==> src/rtl/programmable_frequency_divider.sv <==
// ---------------------------------------------------------------------------
// programmable_frequency_divider
//
// Divides the system clock by 2*(DIV+1). The counter runs over 0..DIV; the
// cycle in which it has reached DIV is the "wrap cycle". On the edge that ends
// a wrap cycle, CLK_OUT inverts, TICK pulses for one cycle and the counter
// restarts at 0.
//
// A new divisor requested while running is parked in a shadow register and
// only takes effect at a period boundary. Because of this, no half-period is
// ever built from two different divisors.
//
// LOAD protocol: LOAD is a single-cycle strobe. DIVISOR is sampled on the
// rising edge where LOAD=1. There is no back-pressure, and a later strobe
// simply supersedes an earlier one.
//
// Ports
//   IN_50Mhz   in   system clock; all state changes on its rising edge
//   RESET      in   synchronous, active-high; overrides LOAD and ENABLE
//   ENABLE     in   1 = divider runs, 0 = divider frozen
//   LOAD       in   request to change the divisor
//   DIVISOR    in   [COUNTER_WIDTH] new divisor, sampled when LOAD=1
//   CLK_OUT    out  divided square wave (registered)
//   TICK       out  one-cycle pulse following every CLK_OUT toggle (registered)
//   PENDING    out  a loaded divisor is waiting for the next boundary
//   ACTIVE_DIV out  [COUNTER_WIDTH] divisor currently in use
// ---------------------------------------------------------------------------
module programmable_frequency_divider #(
  parameter int COUNTER_WIDTH   = 6,
  parameter int DEFAULT_DIVISOR = 63
) (
  input  logic                     IN_50Mhz,
  input  logic                     RESET,
  input  logic                     ENABLE,
  input  logic                     LOAD,
  input  logic [COUNTER_WIDTH-1:0] DIVISOR,
  output logic                     CLK_OUT,
  output logic                     TICK,
  output logic                     PENDING,
  output logic [COUNTER_WIDTH-1:0] ACTIVE_DIV
);

  localparam logic [COUNTER_WIDTH-1:0] DEF_DIV = COUNTER_WIDTH'(DEFAULT_DIVISOR);

  // The declaration initialisers give a power-up state identical to reset.
  logic [COUNTER_WIDTH-1:0] counter_q = '0;
  logic [COUNTER_WIDTH-1:0] div_q     = DEF_DIV;
  logic [COUNTER_WIDTH-1:0] shadow_q  = '0;
  logic                     pend_q    = 1'b0;
  logic                     clk_q     = 1'b0;
  logic                     tick_q    = 1'b0;

  logic [COUNTER_WIDTH-1:0] counter_d;
  logic [COUNTER_WIDTH-1:0] div_d;
  logic [COUNTER_WIDTH-1:0] shadow_d;
  logic                     pend_d;
  logic                     clk_d;
  logic                     tick_d;
  logic                     wrap;

  // The wrap test uses >= so that the counter can never run past the divisor,
  // even if the counter is ever found above the active divisor.
  assign wrap = ENABLE && (counter_q >= div_q);

  always_comb begin
    counter_d = counter_q;
    div_d     = div_q;
    shadow_d  = shadow_q;
    pend_d    = pend_q;
    clk_d     = clk_q;
    tick_d    = 1'b0;

    if (!ENABLE) begin
      // Frozen. A load takes effect immediately because there is no running
      // period to protect. CLK_OUT keeps its level.
      if (LOAD) begin
        div_d     = DIVISOR;
        counter_d = '0;
        pend_d    = 1'b0;
      end
    end else if (wrap) begin
      counter_d = '0;
      clk_d     = ~clk_q;
      tick_d    = 1'b1;
      // A load arriving on the boundary itself wins over any older shadow.
      if (LOAD) begin
        div_d  = DIVISOR;
        pend_d = 1'b0;
      end else if (pend_q) begin
        div_d  = shadow_q;
        pend_d = 1'b0;
      end
    end else begin
      counter_d = counter_q + 1'b1;
      if (LOAD) begin
        shadow_d = DIVISOR;
        pend_d   = 1'b1;
      end
    end
  end

  always_ff @(posedge IN_50Mhz) begin
    if (RESET) begin
      counter_q <= '0;
      div_q     <= DEF_DIV;
      shadow_q  <= '0;
      pend_q    <= 1'b0;
      clk_q     <= 1'b0;
      tick_q    <= 1'b0;
    end else begin
      counter_q <= counter_d;
      div_q     <= div_d;
      shadow_q  <= shadow_d;
      pend_q    <= pend_d;
      clk_q     <= clk_d;
      tick_q    <= tick_d;
    end
  end

  assign CLK_OUT    = clk_q;
  assign TICK       = tick_q;
  assign PENDING    = pend_q;
  assign ACTIVE_DIV = div_q;

endmodule

==> config.mk <==
export PLATFORM = sky130hd
export DESIGN_NAME = programmable_frequency_divider
export DESIGN_NICKNAME = d
export VERILOG_FILES = /design/src/rtl/programmable_frequency_divider.sv
export SDC_FILE = /design/constraint.sdc
export NUM_CORES = 1
export LEC_CHECK = 0
export ABC_AREA = 1
export CORE_MARGIN = 4
export CORE_UTILIZATION = 47
export DETAILED_ROUTE_END_ITERATION = 8
export PLACE_DENSITY = 0.75
export SLEW_MARGIN = 20
export SYNTH_ARGS = -nofsm -noshare
export SYNTH_HDL_FRONTEND = slang
export SYNTH_SLANG_ARGS = --single-unit
export TNS_END_PERCENT = 1
==> constraint.sdc <==
create_clock -name IN_50Mhz -period 1.5 [get_ports IN_50Mhz]
set_clock_uncertainty 0.1 [all_clocks]
set_input_delay 0.45 -clock IN_50Mhz [delete_from_list [all_inputs] [get_ports IN_50Mhz]]
set_output_delay 0.45 -clock IN_50Mhz [all_outputs]
set_load 0.01 [all_outputs]
Yosys cells after proc, flatten, opt, wreduce, memory -nomap -nowiden --
Cells that the tools add are included.
Cells by class: add/sub/neg operators 1, magnitude comparators 1, equal/unequal tests 2, mux-type cells 13, bitwise gates (word level) 3, reduce and logical (&&, ||, !) cells 8
Operator list (count):
- 6-bit 2-to-1 mux | 8
- 6-bit by 1-bit adder with 6-bit output (second input constant) | 1
- 6-bit >= comparator | 1
- 3-bit AND reduction | 2
- 1-bit 2-to-1 mux | 5
- 2-bit AND reduction | 2
- 2-bit nonzero test | 2
- 3-bit inequality test (second input constant) | 1
- 1-bit NOT | 3
- 2-bit by 1-bit inequality test with 1-bit output (second input constant) | 1
- 2-bit OR reduction | 1
- 1-bit logical AND | 1
Storage, ports and cells: bits in registers 21, logic and storage cells 34

Longest topological paths before layout --
depth in word-level cells 4, gate-level depth with buffers 12

Worst setup path before layout --
Ideal clock, no wire load.
kind register to register, start register div_q[5] (netlist: ACTIVE_DIV[5]), end register shadow_q[0], setup time 0.113 ns, data arrival time 1.454 ns, required time 1.287 ns, setup slack -0.167 ns, stages on the path, launching flop included 10, path buffers 1, period minus slack after synthesis 1.667 ns, path through dfxtp_1 -> inv_1 -> ha_1 -> nand2_2 -> inv_2 -> a21oi_4 -> nand4_4 -> buf_6 -> nor2_1 -> nor2_1
Between the ends: longest elaborated chain between the ends 4
RTL lines:
- start, declared | RTL line 47 | logic [COUNTER_WIDTH-1:0] div_q = DEF_DIV;
- start signal, assigned | RTL line 112 | div_q <= div_d;
- 6-bit >= comparator | RTL line 63 | assign wrap = ENABLE && (counter_q >= div_q);
- 1-bit logical AND | RTL line 63
- 1-bit NOT (no source line)
- 3-bit AND reduction (no source line)
- end signal, assigned | RTL line 113 | shadow_q <= shadow_d;
- end, declared | RTL line 48 | logic [COUNTER_WIDTH-1:0] shadow_q = '0;
Every way passes these cells. A chain may end at the register's enable or synchronous reset.

Worst setup path in the final report --
start register div_q[5] (netlist: ACTIVE_DIV[5]), end register div_q[0] (netlist: ACTIVE_DIV[0])
Between the ends: longest elaborated chain between the ends 4
RTL lines (RTL line):
- 6-bit >= comparator (*) | 63
- 1-bit logical AND (*) | 63
- 3-bit inequality test (no source line) / 2-bit by 1-bit inequality test with 1-bit output (equally long branches)
- 3-bit AND reduction (no source line) (*)
Every way passes the cells marked *; elsewhere a longest branch is shown, timed or not.

==> flow_summary.toml <==
[run_status]
outcome = "complete, but fails checks"
violations = "negative setup slack"

[timing]
timing.final.crit_share_pct = 106.2
worst_slew_pin_slew_ps = 239.1
setup_viol = 19
maxSlewViolCount = 0
fmax_mhz = 628.0
maxSlewHeadroom_pct = 84.00
rsz0062_at_grt = "true"
hold_ws_ps = 390.3
hold_viol_final = 0
layout_setup_ws_ps = -92.42
min_period_ps = 1592

[cells_and_area]
drive_above_1_share_pct = 35.24
layout.nets = 228
fillers = 189
num_antenna_cells = 0
layout_common_cells = "39 x nand2_1, 22 x nor2_1, 22 x buf_4"
final_common_cell = "nand2_1"
syn_to_final_growth_pct = 44.65

[floorplan]
rows = 17
num_io_pins = 19
die_w_um = 57.63
placeableCoreArea_um2 = 2276
dieArea_um2 = 3321
initial_core_util_pct = 50.85
die_h_um = 57.63

[placement]
portBuffers = 18
dp_hpwl_um = 2071
gp_congestion = 0.7942

[synth]
avgSynthCellArea_um2 = 6.889
synth_edf_count = 0
yosys_warnings = 0
synthArstFlopShare_pct = 0
synth-main-ff-cell = "dfxtp_1"
syn_nets = 185
synth_cell_types = 21
ys_seq_area_share_pct = 36.32
synth_seq_cells = 21
netlist_area_um2 = 1157
synthesis.instances = 168

[power_and_ir_drop]
seq_power_share_pct = 52.4
pwr-share-clk_pct = 24.3
internal_power_mw = 0.8183
cellLeakagePower_nw = 0.8110
ir_drop_mv = 0.7621
p_switching_mw = 0.3358
switching_share_pct = 29.09
power_density_nw_per_um2 = 689.4
power_mw = 1.154
pwr-share-comb_pct = 23.2

[clocking]
root_buffer = "clkbuf_4"
numClockSinks = 21
clock_path_buffers = 2
postCtsHoldBufs = 0
htreeDepth = 1
clkSlewWorstSetupHoldPaths_ps = 130
numCtsBuffers = 3
clk-insertion-delay-late_ps = 300
cts_tree = "built"

[grt]
grt_overflow = 0
grt_usage_pct = 18.99
antenna_found_initial = 0
grt_pass1_wl_um = 5106
grt_max_degree = 13
first_global_vias = 1222

[routing]
firstDrtPassIters = 5
drtAntennaViolNets = 0
drt-vias-per-instance = 5.080
routed_wl_um = 2965
drt-wirelength-per-cell_um = 12.46
vias = 1209
drc = 0
initialDrtViolationCount = 39

[run]
drv_cap = 0

[critical_path]
crit_fanout = 5
worst_setup_path_start_kind = "flip-flop"
end_kind = "flip-flop"
required_ps = 1610
worstSetupPathType = "flip-flop to flip-flop"
cp.arrival_ps = 1700

[hold_path]
holdCritPathClass = "flip-flop to flip-flop"
-- metrics by stage --
step                      setup slack [ps]  setup TNS (ps)  area, um^2  cells  util, %
after floorplan                     -117.3           -1383        1164    168        -
after global placement              -336.6           -5348        1499    231    65.86
after detailed placement            -375.2           -6033        1499    231    65.86
after CTS                           -140.7           -2350        1585    238    69.65
after global routing                -171.4           -2728        1674    238    73.56
final                               -92.42           -1232        1674    238    73.56
-- final cells by class --
type	count	area [um^2]	area share (%)
clock buffers	3	22.52	1.345
multi-input cells	121	749.5	44.77
well taps	28	35.03	2.093
clock inverters	1	5.005	0.2990
repair buffers	40	337.8	20.18
flip-flops and latches	21	434.2	25.93
inverters	24	90.09	5.381
-- logic make-up after synthesis --
family	synth area share [%]
compound gates	8.541
xor+xnor	0.7569
fa+ha+maj	7.567
buf+inv	11.03
flops	36.32
simple gates	35.78
-- metal layers --
layer  GRT usage (%)  vias up  routed length [um]
li1                -      616                   -
met1           22.19      553                1254
met2           35.00       32                1560
met3           2.895        8                  96
met4           6.291        0                  53
met5               0        -                   0
-- flip-flops by register name, summed over array words and instances (netlist names) --
signal / flops
ACTIVE_DIV: 6
CLK_OUT: 1
PENDING: 1
TICK: 1
counter_q: 6
shadow_q: 6
-- power by group through the flow --
stage | Combinational [mW] | Clock, mW | Sequential, mW
after floorplan | 0.117 | 0 | 0.621
after global placement | 0.233 | 0 | 0.614
after detailed placement | 0.241 | 0 | 0.614
after CTS | 0.245 | 0.290 | 0.602
after global routing | 0.299 | 0.325 | 0.609
final | 0.268 | 0.281 | 0.605
-- synthesized netlist by cell type (7+ instances only) --
master	n	area, um^2
nand3_1	17	85.08
a21oi_1	7	35.03
o21ai_0	8	40.04
nor2_1	25	93.84
ha_1	7	87.58
nand2_1	47	176.4
inv_1	23	86.33
dfxtp_1	21	420.4
-- what timing repair did --
item / 4_1_cts / 5_1_grt
resized for setup: 32 / 30
gates cloned: 2 / 0
setup endpoints to repair: 30 / 28
pin swaps: 5 / 8
setup buffers: 1 / 0
-- worst paths after layout --
kind | cells past startpoint | slack [ps] | endpoint | start
worst max-delay path | 9 | -90 | ACTIVE_DIV[0] | ACTIVE_DIV[5]
worst min-delay path | 2 | 390 | ACTIVE_DIV[1] | ACTIVE_DIV[1]
worst max register to register | 9 | -90 | ACTIVE_DIV[0] | ACTIVE_DIV[5]
worst min register to register | 2 | 390 | ACTIVE_DIV[1] | ACTIVE_DIV[1]
-- critical path, cell delays in order (launching register included) --
cell and delay (ps):
dfxtp_2 360, inv_2 40, ha_4 230, nand2_2 90
inv_2 50, a21oi_4 140, buf_12 150, nand3_2 140
nand3_1 110, nand3_1 80
Power figures use the tool's default switching activity.
